<file path="config.mk">
export PLATFORM = sky130hd
export DESIGN_NAME = ble_rx_dma
export DESIGN_NICKNAME = d
export VERILOG_FILES = /design/src/rtl/ble_rx_dma.sv
export SDC_FILE = /design/constraint.sdc
export NUM_CORES = 1
export LEC_CHECK = 0
export CAP_MARGIN = 20
export CORE_ASPECT_RATIO = 1.1
export CORE_UTILIZATION = 55
export DETAILED_ROUTE_END_ITERATION = 8
export HOLD_SLACK_MARGIN = 0.05
export PLACE_DENSITY = 0.85
export SKIP_CTS_REPAIR_TIMING = 1
export SKIP_LAST_GASP = 1
export SYNTH_ARGS = -nofsm -noshare
export SYNTH_HDL_FRONTEND = slang
export SYNTH_SLANG_ARGS = --single-unit
</file>
<file path="constraint.sdc">
create_clock -name i_wb_clk -period 3.3 [get_ports i_wb_clk]
set_input_delay 0.66 -clock i_wb_clk [delete_from_list [all_inputs] [get_ports i_wb_clk]]
set_output_delay 0.66 -clock i_wb_clk [all_outputs]
set_load 0.02 [all_outputs]
</file>
<file path="src/rtl/ble_rx_dma.sv">
`default_nettype none
// +--------------------------------------------------------------------------+
// | ble_rx_dma                                                               |
// | Buffers UART receive bytes in a FIFO and writes them into a RAM ring     |
// | window as a Wishbone master, yielding to the CPU bus. Optional macro     |
// | BLE_RX_DMA_CNT_EN builds the committed-byte counter on o_byte_cnt.       |
// | Revision: 1.0                                                            |
// +--------------------------------------------------------------------------+
module ble_rx_dma #(
    parameter int          DEPTH  = 8,
    parameter logic [31:0] ADR_LL = 32'h00C00000,
    parameter logic [31:0] ADR_UL = 32'h00C00FFF
) (
    input  logic                     i_wb_clk,
    input  logic                     i_wb_rst_n,
    input  logic [7:0]               i_rx_dat,
    input  logic                     i_rx_done,
    input  logic                     i_cpu_cyc,
    output logic                     o_wb_cyc,
    output logic                     o_wb_we,
    output logic [31:0]              o_wb_adr,
    output logic [3:0]               o_wb_sel,
    output logic [31:0]              o_wb_dat,
    input  logic                     i_wb_ack,
    output logic [$clog2(DEPTH):0]   o_level,
    output logic                     o_overflow,
    input  logic                     i_ovf_clr,
    output logic [31:0]              o_byte_cnt
);

    localparam int c_AW = $clog2(DEPTH);
    localparam int c_LW = c_AW + 1;

    localparam logic [0:0] c_ST_IDLE = 1'b0;
    localparam logic [0:0] c_ST_XFER = 1'b1;

    logic [0:0]      r_state;
    logic [0:0]      w_state_nxt;
    logic [7:0]      r_mem [DEPTH];
    logic [c_AW-1:0] r_wr_ptr;
    logic [c_AW-1:0] r_rd_ptr;
    logic [c_LW-1:0] r_level;
    logic            r_overflow;
    logic [31:0]     r_adr;
    logic            w_full;
    logic            w_pop;
    logic            w_push;
    logic            w_drop;

    assign w_full = (r_level == c_LW'(DEPTH));
    assign w_pop  = (r_state == c_ST_XFER) && i_wb_ack;
    // A full FIFO still accepts a byte when the head leaves in the same cycle.
    assign w_push = i_rx_done && (!w_full || w_pop);
    assign w_drop = i_rx_done && w_full && !w_pop;

    always_ff @(posedge i_wb_clk or negedge i_wb_rst_n) begin
        if (!i_wb_rst_n) begin
            r_state <= c_ST_IDLE;
        end else begin
            r_state <= w_state_nxt;
        end
    end

    always_comb begin
        w_state_nxt = r_state;
        case (r_state)
            c_ST_IDLE: if (r_level != '0 && !i_cpu_cyc) w_state_nxt = c_ST_XFER;
            c_ST_XFER: if (i_wb_ack) w_state_nxt = c_ST_IDLE;
            default:   w_state_nxt = c_ST_IDLE;
        endcase
    end

    // Storage is cleared on reset so the idle data bus reads zero.
    always_ff @(posedge i_wb_clk or negedge i_wb_rst_n) begin
        if (!i_wb_rst_n) begin
            for (int i = 0; i < DEPTH; i++) r_mem[i] <= 8'h00;
            r_wr_ptr <= '0;
            r_rd_ptr <= '0;
            r_level  <= '0;
        end else begin
            if (w_push) begin
                r_mem[r_wr_ptr] <= i_rx_dat;
                r_wr_ptr        <= r_wr_ptr + c_AW'(1);
            end
            if (w_pop) r_rd_ptr <= r_rd_ptr + c_AW'(1);
            case ({w_push, w_pop})
                2'b10:   r_level <= r_level + c_LW'(1);
                2'b01:   r_level <= r_level - c_LW'(1);
                default: r_level <= r_level;
            endcase
        end
    end

    always_ff @(posedge i_wb_clk or negedge i_wb_rst_n) begin
        if (!i_wb_rst_n) begin
            r_overflow <= 1'b0;
        end else if (w_drop) begin
            r_overflow <= 1'b1;
        end else if (i_ovf_clr) begin
            r_overflow <= 1'b0;
        end
    end

    always_ff @(posedge i_wb_clk or negedge i_wb_rst_n) begin
        if (!i_wb_rst_n) begin
            r_adr <= ADR_LL;
        end else if (w_pop) begin
            r_adr <= (r_adr == ADR_UL) ? ADR_LL : r_adr + 32'd1;
        end
    end

`ifdef BLE_RX_DMA_CNT_EN
    logic [31:0] r_byte_cnt;

    always_ff @(posedge i_wb_clk or negedge i_wb_rst_n) begin
        if (!i_wb_rst_n) begin
            r_byte_cnt <= 32'h0;
        end else if (w_pop) begin
            r_byte_cnt <= r_byte_cnt + 32'd1;
        end
    end

    assign o_byte_cnt = r_byte_cnt;
`else
    assign o_byte_cnt = 32'h0;
`endif

    assign o_wb_cyc   = (r_state == c_ST_XFER);
    assign o_wb_we    = o_wb_cyc;
    assign o_wb_adr   = r_adr;
    assign o_wb_sel   = 4'b0001 << r_adr[1:0];
    assign o_wb_dat   = {4{r_mem[r_rd_ptr]}};
    assign o_level    = r_level;
    assign o_overflow = r_overflow;

endmodule
`default_nettype wire

</file>
==> impl_metrics.csv <==
group,metric,value,unit
outcome,status,"finished, violations left",
outcome,violations,"DRC",
clocking,cts_tree,"built",
grt,grt_pass1_wl,18400,um
synth,synth_top_area_share,47.1,%
floorplan,boundaryPins,121,
synth,synthTopCellsByArea,"dfrtp_1 47%, mux2_2 11%, buf_4 7.6%",
floorplan,start_util,57.0,%
timing,fin_crit_sh,93.2,%
cells_and_area,nets,525,
timing,setup_viol,0,
setup_path,critPathMaxStageDelay,550,ps
timing,fmax,325,MHz
setup_path,critPathLaunchType,"flop",
placement,numPortBuffers,88,
setup_path,critPathSlowestCell,"mux4_2",
timing,fin_skew,12.2,ps
clocking,cts_buffers,9,
timing,tightest_slew,786,ps
floorplan,die_area,0.0107,mm^2
setup_path,cp.required,2640,ps
grt,grt_overflow,0,
floorplan,rows,38,
placement,dp_cells,613,
synth,synthCells,440,
route,wl_per_cell,17.5,um
synth,ys_seq_area_share,48.0,%
grt,grt_pass1_vias,3659,
floorplan,die_x,98.5,um
clocking,ctsHtreeMaxLevel,3,
grt,grt_max_degree,61,
placement,dp_hpwl,7690,um
synth,yosysMostFrequentCell,"dfrtp_1",
clocking,cts_root_buffer,"clkbuf_8",
timing,slew_viol_final,0,
route,firstDrtPassIters,9,
setup_path,end_kind,"output pin",
pwr,p_leak,0.00277,uW
cells_and_area,n_fill_cell,757,
synth,synth_top_area_cell,"dfrtp_1",
timing,tns,0,ps
setup_path,cp_cell_sequence,"buf_4 -> mux4_2 -> mux2_2 -> clkdlybuf4s50_1",
run,maxCapViolCount,0,
timing,rsz0062_at_grt,"false",
synth,synth_common_cells,"106 x dfrtp_1, 57 x buf_4, 57 x mux2_2",
synth,syn_avg_cell_area,12.8,um^2
clocking,clk_latency,370,ps
setup_path,cp.arrival,2420,ps
cells_and_area,stdcell_count,629,
cells_and_area,multiInputGateArea,0.00251,mm^2
synth,synth-edff-count,0,
grt,track_usage,22.1,%
cells_and_area,area_growth,16.2,%
route,vias,3524,
route,via_per_inst,5.60,
route,drc,4,
route,routed_wl,11000,um
timing,slew_headroom,47.6,%
synth,ys_types,40,
grt,antenna_found_initial,0,
synth,ys_warn_count,0,
setup_path,cp_max_fo,11,
pwr,ir_worst_vdd,0.513,mV
pwr,p_per_area,1020,mW/mm^2
placement,dp_slack,460,ps
placement,gp_congestion,0.815,
timing,post-route-min-period,3080,ps
cells_and_area,seqCellArea,0.00271,mm^2
hold_path,hp-class,"in -> async",
clocking,clk_pin_slew,110,ps
clocking,cts_max_path_buffers,2,
timing,hold_violations,0,
synth,synthArstFlopShare,100,%
synth,ys_seq_elements,108,
route,drt-initial-drc-count,138,
floorplan,die_h,108,um
cells_and_area,drive_gt1_share,24.6,%
floorplan,core_area,0.00989,mm^2
timing,timing.final.ws_setup,224,ps
clocking,clock-sinks,108,
cells_and_area,n_antenna_cell,0,
synth,synth_area,0.00563,mm^2
setup_path,crit_type,"reg -> out",
synth,synthFlopType,"dfrtp_1",
route,ant_nets,0,
-- cells in the final DEF, fill, tap and decap left out, types with 7 or more instances in the layout --
cell type / instances
conb_1: 32
nand3_1: 19
nand2_1: 25
nor2_1: 13
ha_1: 7
nand4_1: 14
clkbuf_8: 9
mux2_4: 16
mux2_2: 57
clkdlybuf4s50_1: 87
mux4_2: 16
dfrtp_1: 106
xnor2_1: 33
nor4_1: 7
-- power by group --
part           total (uW)  leakage (uW)  internal [uW]  switching [uW]
logic                3630       0.00133           1980            1650
clock network         832      0.000102            363             469
registers            2230       0.00134           1820             413
-- layout make-up --
class,instances,area share [%]
Clock buffer,9,1.89
Clock inverter,7,1.28
Inverter,5,0.287
Multi-Input combinational cell,285,38.3
Sequential cell,108,41.3
Tap cell,120,2.29
Timing Repair Buffer,95,14.6
-- critical path, delay by kind of cell, from the launching register on --
| family | cells | cell delay (ps) |
|---|---|---|
| buf+inv | 2 | 810 |
| flops | 1 | 360 |
| mux | 2 | 880 |
-- per-layer routing --
metal	up-vias	wire length (um)	global-route usage, %
met5	-	0	0
met4	0	255	9.81
met3	19	503	3.30
met2	114	5390	36.6
met1	1783	4830	29.1
li1	1608	-	-
-- path summary, 6_finish.rpt --
| path | start | to | slack (ps) | cells past startpoint |
|---|---|---|---|---|
| worst min-delay path | i_wb_rst_n | r_mem[30] | 360 | 1 |
| min in group i_wb_clk | r_mem[52] | r_mem[52] | 510 | 1 |
| worst min register to register | r_mem[52] | r_mem[52] | 510 | 1 |
| worst max-delay path | r_rd_ptr[0] | o_wb_dat[13] | 220 | 4 |
| max in group asynchronous | i_wb_rst_n | r_mem[56] | 2220 | 2 |
| worst max register to register | o_level[1] | r_mem[52] | 1130 | 4 |
-- stage by stage --
stage | utilization (%) | power [uW] | cell area (um^2) | hold slack, ps
global route | 66.2 | 7080 | 6550 | 412
floorplan | - | 4930 | 5750 | 364
global placement | 64.1 | 5760 | 6340 | 482
detailed placement | 64.1 | 5920 | 6340 | 491
finish | 66.2 | 6700 | 6550 | 362
CTS | 66.2 | 6760 | 6550 | 382
-- registers in the layout (all words and copies together) (netlist names) --
name and cells:
o_wb_adr 32, r_mem 64, o_level 4, o_overflow 1
r_rd_ptr 3, r_wr_ptr 3, o_wb_cyc 1
-- cells by family (layout without fill, tap and decap cells) --
logic type / count (synthesis) / count (layout) / share of synthesized area (%)
flops: 108 / 108 / 48.0
simple gates: 107 / 107 / 11.7
mux: 89 / 89 / 22.1
buf+inv: 78 / 116 / 9.48
xor+xnor: 36 / 36 / 5.60
compound gates: 14 / 14 / 1.49
fa+ha+maj: 7 / 7 / 1.55
other cells: 1 / 32 / 0.0666
Note: power is estimated with default switching activity, not from simulation.
